==> src/rtl/conv_frame_sequencer.sv <==
// Frame sequencer for a convolution window buffer: clears the buffer, streams a
// width x height pixel frame out of memory in raster order and counts the windows produced.
module conv_frame_sequencer #(
    parameter int unsigned ADDR_W   = 16,
    parameter logic [1:0]  PAD_MODE = 2'b01
) (
    input  logic                     clk,
    input  logic                     rst_n,
    input  logic                     start,
    input  logic                     abort,
    input  logic [7:0]               cfg_width,
    input  logic [7:0]               cfg_height,
    input  logic [ADDR_W-1:0]        cfg_base_addr,
    input  logic                     stall,
    output logic                     mem_rd_en,
    output logic [ADDR_W-1:0]        mem_addr,
    input  logic signed [7:0]        mem_rd_data,
    output logic                     win_clear_n,
    output logic                     win_valid_in,
    output logic signed [7:0]        win_data_in,
    output logic [7:0]               win_img_width,
    output logic [7:0]               win_img_height,
    output logic [1:0]               win_padding_mode,
    input  logic                     win_valid_out,
    output logic                     busy,
    output logic                     done,
    output logic                     err_cfg,
    output logic [15:0]              win_count
);

    localparam int unsigned DIM_W = 8;
    localparam int unsigned CNT_W = 16;

    typedef enum logic [2:0] {
        S_IDLE,
        S_CLEAR,
        S_FETCH,
        S_DRAIN,
        S_FINISH
    } state_t;

    state_t              state_q, state_d;
    logic [DIM_W-1:0]    width_q, width_d;
    logic [DIM_W-1:0]    height_q, height_d;
    logic [CNT_W-1:0]    npix_q, npix_d;
    logic [CNT_W-1:0]    idx_q, idx_d;
    logic [ADDR_W-1:0]   addr_q, addr_d;
    logic [CNT_W-1:0]    win_count_q, win_count_d;
    logic                rd_pend_q, rd_pend_d;
    logic                err_cfg_q, err_cfg_d;
    logic                busy_q, busy_d;
    logic                done_q, done_d;
    logic                clear_n_q, clear_n_d;
    logic                issue_c;
    logic                active_c;

    // State and datapath registers
    always_ff @(posedge clk or negedge rst_n) begin
        if (!rst_n) begin
            state_q     <= S_IDLE;
            width_q     <= '0;
            height_q    <= '0;
            npix_q      <= '0;
            idx_q       <= '0;
            addr_q      <= '0;
            win_count_q <= '0;
            rd_pend_q   <= 1'b0;
            err_cfg_q   <= 1'b0;
            busy_q      <= 1'b0;
            done_q      <= 1'b0;
            clear_n_q   <= 1'b1;
        end else begin
            state_q     <= state_d;
            width_q     <= width_d;
            height_q    <= height_d;
            npix_q      <= npix_d;
            idx_q       <= idx_d;
            addr_q      <= addr_d;
            win_count_q <= win_count_d;
            rd_pend_q   <= rd_pend_d;
            err_cfg_q   <= err_cfg_d;
            busy_q      <= busy_d;
            done_q      <= done_d;
            clear_n_q   <= clear_n_d;
        end
    end

    // Next-state and read issue
    always_comb begin
        state_d     = state_q;
        width_d     = width_q;
        height_d    = height_q;
        npix_d      = npix_q;
        idx_d       = idx_q;
        addr_d      = addr_q;
        win_count_d = win_count_q;
        err_cfg_d   = err_cfg_q;
        issue_c     = 1'b0;
        active_c    = (state_q == S_CLEAR) || (state_q == S_FETCH) || (state_q == S_DRAIN);

        case (state_q)
            S_IDLE: begin
                if (start) begin
                    if ((cfg_width == '0) || (cfg_height == '0)) begin
                        err_cfg_d = 1'b1;
                    end else begin
                        err_cfg_d   = 1'b0;
                        width_d     = cfg_width;
                        height_d    = cfg_height;
                        npix_d      = CNT_W'(cfg_width) * CNT_W'(cfg_height);
                        idx_d       = '0;
                        addr_d      = cfg_base_addr;
                        win_count_d = '0;
                        state_d     = S_CLEAR;
                    end
                end
            end
            S_CLEAR: state_d = S_FETCH;
            S_FETCH: begin
                // abort suppresses the read in its own cycle so nothing new is issued
                if (!stall && !abort) begin
                    issue_c = 1'b1;
                    idx_d   = idx_q + CNT_W'(1);
                    addr_d  = addr_q + ADDR_W'(1);
                    if (idx_q == (npix_q - CNT_W'(1))) begin
                        state_d = S_DRAIN;
                    end
                end
            end
            S_DRAIN: begin
                if (win_count_q == npix_q) begin
                    state_d = S_FINISH;
                end
            end
            S_FINISH: state_d = S_IDLE;
            default:  state_d = S_IDLE;
        endcase

        if (active_c && win_valid_out && (win_count_q != '1)) begin
            win_count_d = win_count_q + CNT_W'(1);
        end

        if (active_c && abort) begin
            state_d = S_IDLE;
        end

        rd_pend_d = issue_c;
        busy_d    = (state_d != S_IDLE);
        done_d    = (state_d == S_FINISH);
        clear_n_d = (state_d != S_CLEAR);
    end

    assign mem_rd_en        = issue_c;
    assign mem_addr         = addr_q;
    assign win_valid_in     = rd_pend_q;
    assign win_data_in      = rd_pend_q ? mem_rd_data : '0;
    assign win_clear_n      = clear_n_q;
    assign win_img_width    = width_q;
    assign win_img_height   = height_q;
    assign win_padding_mode = PAD_MODE;
    assign busy             = busy_q;
    assign done             = done_q;
    assign err_cfg          = err_cfg_q;
    assign win_count        = win_count_q;

endmodule

==> config.mk <==
export PLATFORM = sky130hd
export DESIGN_NAME = conv_frame_sequencer
export DESIGN_NICKNAME = d
export VERILOG_FILES = /design/src/rtl/conv_frame_sequencer.sv
export SDC_FILE = /design/constraint.sdc
export NUM_CORES = 1
export LEC_CHECK = 0
export ABC_AREA = 1
export CORE_ASPECT_RATIO = 0.5
export CORE_UTILIZATION = 65
export DETAILED_ROUTE_END_ITERATION = 10
export DONT_BUFFER_PORTS = 1
export HOLD_SLACK_MARGIN = 0.05
export PLACE_DENSITY = 0.89
export SLEW_MARGIN = 40
export SYNTH_ARGS = -nofsm -noshare
export SYNTH_HDL_FRONTEND = slang
export SYNTH_SLANG_ARGS = --single-unit
==> constraint.sdc <==
create_clock -name clk -period 5.3 [get_ports clk]
set_clock_uncertainty 0.15 [all_clocks]
set_input_delay 0.795 -clock clk [delete_from_list [all_inputs] [get_ports clk]]
set_output_delay 0.795 -clock clk [all_outputs]
set_load 0.02 [all_outputs]
=== Word level (Yosys, flattened, before mapping) ===
Cells that the tools add are included.

* Bits in registers: 88
* Output and inout bits: 64
* Logic and storage cells: 71

* Add/subtract/negate cells: 4
* Multiply operators: 1
* Eq/ne operators: 12
* Mux-type cells: 21
* Bitwise logic cells: 1
* Reductions and logical operators: 20

{| class="wikitable"
|+ Operator list
! kind !! count
|-
| 2-to-1 mux 16 bit || 8
|-
| case mux 16 bit (2 select lines) || 2
|-
| adder 16 x 1 -> 16 bit (second input constant) || 3
|-
| == test 16 bit || 2
|-
| 2-to-1 mux 3 bit || 6
|-
| zero test 8 bit || 2
|-
| multiplier 8 x 8 -> 16 bit || 1
|-
| inequality test 16 bit (second input constant) || 1
|-
| subtractor 16 x 1 -> 16 bit (second input constant) || 1
|-
| case mux 3 bit (4 select lines) || 1
|-
| 2-to-1 mux 8 bit || 1
|-
| == test 3 x 2 -> 1 bit (second input constant) || 2
|-
| AND reduction 3 bit || 2
|-
| nonzero test 2 bit || 3
|-
| logical AND 1 bit || 4
|-
| inequality test 2 x 1 -> 1 bit (second input constant) || 2
|-
| inequality test 2 bit (second input constant) || 2
|-
| AND reduction 4 bit || 1
|-
| == test 3 x 1 -> 1 bit (second input constant) || 1
|-
| == test 3 bit (second input constant) || 1
|-
| zero test 3 bit || 1
|-
| logical OR 1 bit || 3
|-
| 2-to-1 mux 1 bit || 3
|-
| inequality test 3 x 1 -> 1 bit (second input constant) || 1
|-
| other kinds (4) || 5
|}

=== Longest topological paths before layout ===
* Depth in word-level cells: 7
* Mapped depth: 20

=== Worst setup path after synthesis ===
OpenSTA, ideal clock, no wires.

* Kind: input port to flip-flop
* Start: in cfg_width[1]
* End: reg npix_q[12]
* Setup time: 0.134 ns
* Data arrival time: 4.558 ns
* Required time: 5.016 ns
* Path slack: 0.458 ns
* Cell stages on the path: 16
* Path buffers: 1
* Path through: clkbuf_1 > nand2_1 > fa_1 > fa_1 > inv_1 > fa_1 > inv_1 > fa_1 > inv_1 > ha_1 > a21o_1 > a21oi_1 > o21ai_0 > a21oi_1 > xor2_1 > o21ai_0

* Word-level cells in the longest chain between the ends: 4

{| class="wikitable"
|+ RTL lines
! what !! line !! text
|-
| start: declaration || 11 || <nowiki>input logic [7:0] cfg_width,</nowiki>
|-
| branches (longest 4 deep; another with multiplier 8 x 8 -> 16 bit) || n/a ||
|-
| end signal: assignment || 76 || <nowiki>npix_q <= npix_d;</nowiki>
|-
| end: declaration || 45 || <nowiki>logic [CNT_W-1:0] npix_q, npix_d;</nowiki>
|}

Parallel ways; which one is timed is not known.
A chain may end at the register's enable or synchronous reset.

=== Worst setup path after layout ===
* Start: in cfg_height[7]
* End: reg npix_q[13]

* Word-level cells in the longest chain between the ends: 4

{| class="wikitable"
|+ RTL lines
! what !! line !! text
|-
| start: declaration || 12 || <nowiki>input logic [7:0] cfg_height,</nowiki>
|-
| branches (longest 4 deep; another with multiplier 8 x 8 -> 16 bit) || n/a ||
|}

Parallel ways; which one is timed is not known.

==> flow_summary.json <==
{
  "status": "finished with violations",
  "violations": "design-rule violations",
  "grt.overflow.total": 0,
  "synth_compound_area_frac": 0.0837,
  "diodes": 0,
  "cts.sinks": 88,
  "intPower_mw": 1.88,
  "dieArea_sq_um": 11800,
  "synthAdderAreaFrac": 0.165,
  "ant_nets": 0,
  "numPortBuffers": 0,
  "ys_seq_elements": 88,
  "yosys_warnings": 0,
  "synth_edf_count": 0,
  "period_share": 0.838,
  "rsz0062_at_grt": "no",
  "timing.fmax_mhz": 225,
  "syn_to_final_growth_pct": 4.45,
  "cts-root-buf": "clkbuf_16",
  "crit_family": "adder cells",
  "crit_chain": "nand2_1 > inv_1 > fa_1 > fa_1 > fa_1 > inv_1 > fa_1 > inv_1 > ha_1 > a21o_1 > a21oi_1 > o21ai_0 > a21oi_1 > xor2_1 > o21ai_0",
  "post_cts_buffers": 0,
  "switching_share": 0.493,
  "drcViolationCount": 1,
  "comb_power_share": 0.450,
  "cts_htree_levels": 3,
  "clkLatencyLatePin_ns": 0.35,
  "die_h_microns": 77.4,
  "yosysMostFrequentCell": "nand2_1",
  "netlist_area_sq_um": 7400,
  "num_vias": 6483,
  "fin_area_sq_um": 7730,
  "initial_core_util": 0.670,
  "netlist_top_cells_area": "dfrtp_1 29%, nand2_1 13%, fa_1 9.7%",
  "worstSetupPathType": "input port to register",
  "power_density_nw_per_um2": 479,
  "maxSlewHeadroom": 0.483,
  "seq_area_frac_synth": 0.298,
  "grt_max_degree": 88,
  "end_kind": "register",
  "p_leak_nw": 4.20,
  "path_clk_slew_ns": 0.07,
  "cts_inserted_buffers": 9,
  "dr.first_iter.drc_count": 634,
  "ys_top_cells_by_count": "254 x nand2_1, 191 x inv_1, 87 x dfrtp_1",
  "critPathMaxFanout": 9,
  "antenna_found_initial": 0,
  "max_stage_delay_ns": 0.55,
  "maxCapViolations": 0,
  "place_congestion": 0.932,
  "post_dp_cell_area_sq_um": 7400,
  "yosys.area_share.simple": 0.256,
  "wl_per_cell_microns": 15.6,
  "post_cts_resized": 0,
  "pwr-share-seq": 0.371,
  "async_flop_share": 1.00,
  "crit_path_frequent_cell": "fa_1",
  "final_cells": 1136,
  "vdd_drop_max_mv": 0.236,
  "muxShareOfSynthArea": 0,
  "finalCriticalPeriod_ns": 4.44,
  "hold_buffers": 1,
  "die_w_microns": 153,
  "yosysUniqueCellTypes": 42,
  "cp_data_arrival_time_ns": 4.50,
  "tightestPinTransition_ns": 0.774,
  "fin_util": 0.700,
  "drt_wl_total_mm": 17.7,
  "synth_top_area_frac": 0.294,
  "critPathBufInv": 3,
  "synth_top_family_by_area": "simple AND/OR/NAND/NOR gates",
  "cts_tree": "built",
  "boundaryPins": 110,
  "syn_avg_cell_area_sq_um": 7.31,
  "finalSetupTns_ns": 0,
  "clock_power_share": 0.180,
  "synth_cells": 1012,
  "switching_power_mw": 1.82,
  "finalHoldViolCount": 0,
  "synth_xor_xnor_area_share": 0.0734,
  "clk_path_buf_depth": 2,
  "synthFlopType": "dfrtp_1",
  "drive_gt1_frac": 0.0363,
  "track_usage": 0.317,
  "hpwlAfterDp_mm": 13.2,
  "grt_pass1_vias": 6215,
  "placedCellCount": 1119,
  "viasPerCell": 5.71,
  "core_area_sq_um": 11000,
  "slowest_stage": "fa_1",
  "slew_violations": 0,
  "hold_path_class": "input port to async pin",
  "dr.pass1.iters": 8,
  "synth_largest_area_cell": "dfrtp_1",
  "setup_viol_count_final": 0,
  "nets": 1108,
  "syn_nets": 1134,
  "grt_first_pass_wirelength_mm": 29.5,
  "crit_path_start_kind": "input port",
  "crit_required_ns": 5.35,
  "rows": 27
}
[worst paths after layout]
kind | endpoint | slack (ns) | from | cells after the start
setup / recovery | npix_q[13] | 0.86 | cfg_height[7] | 15
hold / removal | win_clear_n | 0.13 | rst_n | 0
setup reg to reg | idx_q[3] | 2.27 | state_q[2] | 10
hold reg to reg | idx_q[15] | 0.38 | idx_q[15] | 2
max in group asynchronous | win_img_width[0] | 4.42 | rst_n | 1
min in group clk | done | 0.36 | abort | 1
[placed cells by master (no fill, tap or decap), types with 2 or more instances in the layout]
cell and n:
nor2_1 80, inv_1 191, nor3_2 3, clkinv_1 2
ha_1 40, xor2_1 37, conb_1 2, nand4_1 24
o21ai_1 6, clkinvlp_4 2, clkbuf_16 9, fa_1 36
a22oi_1 2, dfrtp_1 87, nand2_1 254, a21oi_1 26
nand3_1 47, nand2_2 3, o31ai_1 7, nor3_1 11
inv_6 3, o22ai_1 12, nand3b_1 2, nor4_1 5
or2_2 3, o21bai_1 3, nand2_4 2, nor2_2 2
xnor2_1 25, inv_2 2, o21ai_0 46, a211oi_1 3
a21o_1 3
[kinds of logic (layout without fill, tap and decap cells)]
family | after synthesis | count (layout)
simple gates | 441 | 441
buf+inv | 233 | 212
flops | 88 | 88
fa+ha+maj | 76 | 76
xor+xnor | 62 | 62
compound gates | 110 | 110
other cells | 2 | 2
[layout make-up]
type                    count  area [sq um]
clock buffers               9           225
clock inverters             7          76.3
fillers                   882          3320
inverters                 195           732
multi-input cells         691          4280
flip-flops and latches     88          2200
well taps                 145           181
repair buffers              1          27.5
[flip-flops by register name, summed over array words and instances (netlist names), 3 cells and up]
| name | count |
|---|---|
| idx_q | 16 |
| win_img_height | 8 |
| npix_q | 16 |
| state_q | 3 |
| win_count | 16 |
| mem_addr | 16 |
| win_img_width | 8 |
[layer usage]
layer,part of all wire,vias up,track usage
met1,0.43,3100,0.408
li1,-,3085,-
met4,0.022,0,0.112
met3,0.071,35,0.0737
met5,0,-,0
met2,0.47,263,0.528
[stage by stage]
step                power [mW]  hold WS [ns]  setup WS [ns]
finish                    3.70         0.127          0.857
global route              4.01         0.117          0.645
CTS                       3.68         0.121          0.887
detailed placement        2.99         0.351          0.529
global placement          2.90         0.347          0.618
floorplan                 2.64         0.324          0.458
[power by group through the flow]
stage               clock, mW  combinational (mW)  sequential (mW)
finish                  0.665                1.66             1.37
global route            0.700                1.91             1.40
CTS                     0.670                1.65             1.36
detailed placement          0                1.61             1.37
global placement            0                1.54             1.36
floorplan                   0                1.38             1.26
[worst register-to-register path, cell delays in order, from the launching register on]
cell     delay, ns
dfrtp_1       0.44
nor3_2        0.26
nand2_1       0.24
nor2_4        0.26
nand2_4       0.39
nand2_2       0.24
nand2_4       0.20
inv_2         0.36
nand2_1       0.15
o21ai_1       0.15
a21oi_1       0.07
Power figures use the tool's default switching activity.
